### config.mk
export PLATFORM = sky130hd
export DESIGN_NAME = count_seq_ctrl
export DESIGN_NICKNAME = d
export VERILOG_FILES = /design/src/rtl/count_seq_ctrl.sv
export SDC_FILE = /design/constraint.sdc
export NUM_CORES = 1
export LEC_CHECK = 0
export CAP_MARGIN = 20
export CORE_ASPECT_RATIO = 1.4
export CORE_UTILIZATION = 49
export DETAILED_ROUTE_END_ITERATION = 10
export MAX_ROUTING_LAYER = met4
export PLACE_DENSITY = 0.83
export REMOVE_ABC_BUFFERS = 1
export SLEW_MARGIN = 25
export SYNTH_ARGS = -nofsm -noshare
export SYNTH_HDL_FRONTEND = slang
export SYNTH_SLANG_ARGS = --single-unit
### constraint.sdc
create_clock -name clk -period 4.3 [get_ports clk]
set_input_delay 0.645 -clock clk [delete_from_list [all_inputs] [get_ports clk]]
set_output_delay 0.645 -clock clk [all_outputs]
set_load 0.01 [all_outputs]
### src/rtl/count_seq_ctrl.sv
// count_seq_ctrl: sequencer for an external loadable up-counter.
// Loads the counter with a latched base value and enables counting until the
// count reaches a latched terminal value. It then pulses done, and either
// reloads (periodic mode) or returns to idle (one-shot mode).
// Optional feature: define COUNT_SEQ_PRESCALE_EN to add the presc input and a
// prescaler that thins out the counter enable.
module count_seq_ctrl #(
  parameter int WIDTH   = 5,
  parameter int EVT_W   = 8,
  parameter int PRESC_W = 4
) (
  input  logic               clk,
  input  logic               rst_n,
  input  logic               start,
  input  logic               stop,
  input  logic               periodic,
  input  logic [WIDTH-1:0]   base,
  input  logic [WIDTH-1:0]   term,
  input  logic [WIDTH-1:0]   cnt_val,
`ifdef COUNT_SEQ_PRESCALE_EN
  input  logic [PRESC_W-1:0] presc,
`endif
  output logic               cnt_load,
  output logic               cnt_enab,
  output logic [WIDTH-1:0]   cnt_ld_val,
  output logic               busy,
  output logic               done,
  output logic [EVT_W-1:0]   evt_cnt
);

  typedef enum logic [1:0] {
    IDLE = 2'd0,
    LOAD = 2'd1,
    RUN  = 2'd2
  } state_e;

  state_e             state_q, state_d;
  logic [WIDTH-1:0]   base_q, base_d;
  logic [WIDTH-1:0]   term_q, term_d;
  logic               mode_q, mode_d;
  logic [EVT_W-1:0]   evt_q, evt_d;
  logic               hit;
  logic               strobe;

  assign hit = (cnt_val == term_q);

`ifdef COUNT_SEQ_PRESCALE_EN
  logic [PRESC_W-1:0] pcnt_q, pcnt_d;

  assign strobe = (pcnt_q == presc);

  // Prescaler next value: cleared while loading, counts RUN cycles, wraps on strobe
  always_comb begin
    pcnt_d = pcnt_q;
    if (state_q == LOAD) begin
      pcnt_d = '0;
    end else if (state_q == RUN) begin
      pcnt_d = strobe ? '0 : pcnt_q + 1'b1;
    end
  end

  // Prescaler register
  always_ff @(posedge clk or negedge rst_n) begin
    if (!rst_n) begin
      pcnt_q <= '0;
    end else begin
      pcnt_q <= pcnt_d;
    end
  end
`else
  assign strobe = 1'b1;
`endif

  // Next-state and output decode; stop always overrides both start and a hit
  always_comb begin
    state_d  = state_q;
    base_d   = base_q;
    term_d   = term_q;
    mode_d   = mode_q;
    evt_d    = evt_q;
    cnt_load = 1'b0;
    cnt_enab = 1'b0;
    busy     = 1'b0;
    done     = 1'b0;
    unique case (state_q)
      IDLE: begin
        if (start && !stop) begin
          base_d  = base;
          term_d  = term;
          mode_d  = periodic;
          evt_d   = '0;
          state_d = LOAD;
        end
      end
      LOAD: begin
        busy = 1'b1;
        if (stop) begin
          state_d = IDLE;
        end else begin
          cnt_load = 1'b1;
          state_d  = RUN;
        end
      end
      RUN: begin
        busy = 1'b1;
        if (stop) begin
          state_d = IDLE;
        end else if (hit) begin
          done = 1'b1;
          if (evt_q != {EVT_W{1'b1}}) begin
            evt_d = evt_q + 1'b1;
          end
          state_d = mode_q ? LOAD : IDLE;
        end else begin
          cnt_enab = strobe;
        end
      end
      default: begin
        state_d = IDLE;
      end
    endcase
  end

  // State and latched configuration registers
  always_ff @(posedge clk or negedge rst_n) begin
    if (!rst_n) begin
      state_q <= IDLE;
      base_q  <= '0;
      term_q  <= '0;
      mode_q  <= 1'b0;
      evt_q   <= '0;
    end else begin
      state_q <= state_d;
      base_q  <= base_d;
      term_q  <= term_d;
      mode_q  <= mode_d;
      evt_q   <= evt_d;
    end
  end

  assign cnt_ld_val = base_q;
  assign evt_cnt    = evt_q;

endmodule

=== Word level (Yosys, flattened, before mapping) ===
Cells that the tools add are included.

* Bits in registers: 21
* Input port bits: 20
* Logic and storage cells: 43

* $add $sub $neg: 1
* Equal/unequal tests: 9
* Multiplexer cells: 20
* Reductions and logical operators: 8

{| class="wikitable"
|+ Operators by type and width
! operator !! number
|-
| 2-to-1 mux 8 bit || 4
|-
| case mux 8 bit (2 select lines) || 1
|-
| 2-to-1 mux 1 bit || 10
|-
| adder 8 x 1 -> 8 bit (second input constant) || 1
|-
| 2-to-1 mux 2 bit || 4
|-
| inequality test 2 bit (second input constant) || 4
|-
| inequality test 8 bit (second input constant) || 1
|-
| case mux 2 bit (3 select lines) || 1
|-
| equality test 5 bit || 1
|-
| AND reduction 5 bit || 1
|-
| AND reduction 2 bit || 2
|-
| inequality test 3 bit (second input constant) || 1
|-
| equality test 2 x 1 -> 1 bit (second input constant) || 1
|-
| equality test 2 bit (second input constant) || 1
|-
| logical NOT 2 bit || 1
|-
| nonzero test 2 bit || 1
|-
| OR reduction 2 bit || 1
|-
| logical AND 1 bit || 1
|-
| logical NOT 1 bit || 1
|}

=== Longest topological paths before layout ===
* Word-level depth: 5
* Depth in mapped cells: 8

=== Least setup slack after synthesis ===
Ideal clock, no wire load.

* Path kind: input-to-output
* Start: in stop
* End: out done
* Data arrival time: 1294 ps
* Setup slack: 2361 ps
* Stages: 3
* Buffers on the path: 0
* Path through: nand2b_1 > nor3_1 > and2_0

* Cells in the longest elaborated chain, start to end: 2

{| class="wikitable"
|+ Ends and longest elaborated chain
! item !! line !! text
|-
| start, declared || 15 || <nowiki>input logic stop,</nowiki>
|-
| 2-to-1 mux 1 bit || 106 || <nowiki>if (stop) begin</nowiki>
|-
| 2-to-1 mux 1 bit || 85 || <nowiki>unique case (state_q)</nowiki>
|-
| end, declared || 27 || <nowiki>output logic done,</nowiki>
|}

Every way passes these cells.

=== Worst setup path after layout ===
* Start: reg state_q[0]
* End: out done

* Cells in the longest elaborated chain, start to end: 2

{| class="wikitable"
|+ Ends and longest elaborated chain
! item !! line !! text
|-
| start, declared || 37 || <nowiki>state_e state_q, state_d;</nowiki>
|-
| start signal, assigned || 133 || <nowiki>state_q <= state_d;</nowiki>
|-
| equality test 2 bit || 85 ||
|-
| 2-to-1 mux 1 bit || 85 ||
|}

Every way passes these cells.

==> flow_metrics.tcl <==
set metrics [dict create \
    syn_inst 112 \
    period_needed_ps 3180 \
    layout-drive-gt1-share_pct 16.1 \
    tns_ps 0 \
    globalplace.congestion 0.826 \
    clock_latency_ps 300 \
    criticalPathCategory "flop to primary output" \
    cts_tree "built" \
    status "complete, but fails checks" \
    start_util_pct 51.3 \
    ys_seq_elements 21 \
    pre_cts_ws_ps 1290 \
    portBuffers 36 \
    worstPathArrival_ps 2530 \
    drt-initial-drc-count 9 \
    slowest_delay_ps 570 \
    required_ps 3650 \
    power_density_mw_per_mm2 444 \
    dp_hpwl_um 1910 \
    synth.area.top_cells "dfrtp_1 (43%), mux2_2 (10%), ha_1 (5.2%), a211o_1 (5.1%), xor2_1 (3.6%)" \
    p_comb_share_pct 45.1 \
    seqPwrFrac_pct 41.4 \
    vias 1006 \
    clock-sinks 21 \
    core_area_mm2 0.00236 \
    swShare_pct 34.4 \
    cts_inserted_buffers 3 \
    worst_slack_ps 1120 \
    max_cap_viol_count 0 \
    antenna_found_initial 0 \
    die_y_um 60.9 \
    yosys.area.top_type "dfrtp_1" \
    crit_fanout 11 \
    ys_seq_area_share_pct 43.3 \
    crit_chain "inv_1 > ha_1 > nand2b_1 > nor3_1 > and2_0 > clkdlybuf4s50_1" \
    nNetsFinal 175 \
    worst_slew_pin_slew_ps 493 \
    grt_start_max_net_pins 22 \
    dieArea_mm2 0.00268 \
    area_growth_pct 32.3 \
    leakage_nw 0.761 \
    dp.cells 168 \
    routed_wirelength_um 2420 \
    max_slew_margin_pct 66.9 \
    r2r_cells 7 \
    first_pass_iters 7 \
    hold_viol 0 \
    critical-path-top-delay-family "buffers and inverters" \
    synth_area_per_cell_um2 10.8 \
    end_kind "primary output" \
    htree_levels 1 \
    crit_start "state_q[0]$_DFFE_PN0P_" \
    wl_per_cell_um 14.1 \
    overflow 0 \
    postCtsSetupRepairBufs 0 \
    cts-root-buf "clkbuf_4" \
    ys_types 38 \
    layout.cells.non_filler 172 \
    rsz0062_at_grt "no" \
    clockPowerShare_pct 13.4 \
    row_count 21 \
    hold_buffers 0 \
    utilization_pct 67.9 \
    start_kind "flop" \
    ir_drop_uv 270 \
    r2r_start "state_q[0]$_DFFE_PN0P_" \
    grt_pass1_wl_um 3930 \
    hp-class "primary input to async pin" \
    clock_path_buffers 2 \
    fin_skew_ps 5.11 \
    ys_warn_count 0 \
    post_cts_resized 0 \
    timing.final.crit_share_pct 73.9 \
    clk_pin_slew_ps 120 \
    power_switching_mw 0.245 \
    synthesis.area_mm2 0.00121 \
    maxSlewViolCount 0 \
    crit_slowest_cell "clkdlybuf4s50_1" \
    synth_top_area_share_pct 43.3 \
    die_x_um 44.1 \
    path_buf_inv 2 \
    setup_violations 0 \
    violations "DRC" \
    grt_pass1_vias 951 \
    async_reset_ff_share_pct 100 \
    fmax_mhz 315 \
    intPower_mw 0.467 \
    ios 37 \
    grtUsageTotal_pct 20.0 \
    ant_nets 0 \
    synth_edf_count 0 \
    drc 1 \
    worst-path-stages 6 \
    antenna_cells 0 \
    ys.flop_type "dfrtp_1" \
    viasPerCell 5.85 \
]
[power by group through the flow]
stage	registers, mW	clock network [mW]	logic [mW]
6_report	0.295	0.0957	0.322
3_3_place_gp	0.295	0	0.315
4_1_cts	0.295	0.102	0.326
2_1_floorplan	0.304	0	0.185
3_5_place_dp	0.300	0	0.326
5_1_grt	0.303	0.106	0.351
[metal layers]
metal | global-route usage, % | part of all wire, %
met1 | 23.0 | 42
met2 | 35.3 | 52
met3 | 2.08 | 4.7
met4 | 7.36 | 1.2
met5 | - | 0
[registers in the layout, indices dropped and copies added, names as in the netlist]
register / flops
evt_cnt: 8
term_q: 5
state_q: 2
mode_q: 1
cnt_ld_val: 5
[worst reg2reg max path: cells and delay by family (launching register included)]
| family | cells | cell delay (ps) |
|---|---|---|
| flip-flops | 1 | 430 |
| AND/OR/NAND/NOR | 3 | 790 |
| buffers and inverters | 1 | 120 |
| adder cells (fa/ha/maj) | 1 | 410 |
| AO/OA/AOI/OAI | 2 | 480 |
[layout make-up]
cell class                 instances  area [um^2]
fill                             192          759
multi-input combinational         83          651
sequential                        21          526
timing repair buffer              36          355
tap                               23         28.8
clock buffer                       4         26.3
inverter                           5         18.8
[final timing paths]
kind	end	slack, ps
worst min-delay path	evt_cnt[1]$_DFFE_PN0P_	270
min in group clk	cnt_ld_val[4]$_DFFE_PN0P_	520
max in group asynchronous	cnt_ld_val[4]$_DFFE_PN0P_	3700
worst max-delay path	done	1120
worst max register to register	evt_cnt[3]$_DFFE_PN0P_	1970
worst min register to register	cnt_ld_val[4]$_DFFE_PN0P_	520
[through the flow]
stage	area, um^2	power, mW	hold WS, ps
after detailed placement	1580	0.626	498
after CTS	1610	0.723	530
after global routing	1610	0.760	306
after floorplan	1190	0.488	349
final	1610	0.712	273
after global placement	1580	0.610	491
[synth_stat cells, types with 2 or more instances]
master / number
nor2_1: 8
ha_1: 5
o211a_1: 2
nor4_1: 2
a31oi_1: 2
mux2_2: 11
mux2i_1: 2
xor2_1: 5
inv_1: 5
o21ai_0: 2
nand3_1: 3
nand4_1: 2
nand2_1: 6
clkbuf_1: 2
and4_2: 2
dfrtp_1: 21
nor2b_1: 2
nor3_1: 2
nand2b_1: 3
a211o_1: 7
[placed cells by master (no fill, tap or decap), types with 2 or more instances in the layout]
cell type	n
dfrtp_1	21
o211a_1	2
nor2_1	8
a211o_1	7
nand4_1	2
nor3_1	2
inv_1	5
nand2b_1	3
a31oi_1	2
nor2b_1	2
ha_1	5
mux2i_1	2
nand3_1	3
and4_2	2
clkbuf_4	3
nand2_1	6
o21ai_0	2
clkdlybuf4s50_1	35
xor2_1	5
mux2_2	11
nor4_1	2
[cell families (layout without fill, tap and decap cells)]
| logic type | count (synthesis) | after routing | synth area share [%] |
|---|---|---|---|
| AND/OR/NAND/NOR | 40 | 40 | 19.4 |
| flip-flops | 21 | 21 | 43.3 |
| AO/OA/AOI/OAI | 20 | 20 | 13.6 |
| multiplexers | 13 | 13 | 11.9 |
| buffers and inverters | 8 | 45 | 3.09 |
| adder cells (fa/ha/maj) | 5 | 5 | 5.15 |
| XOR/XNOR | 5 | 5 | 3.61 |
(Power assumes the default switching activity.)
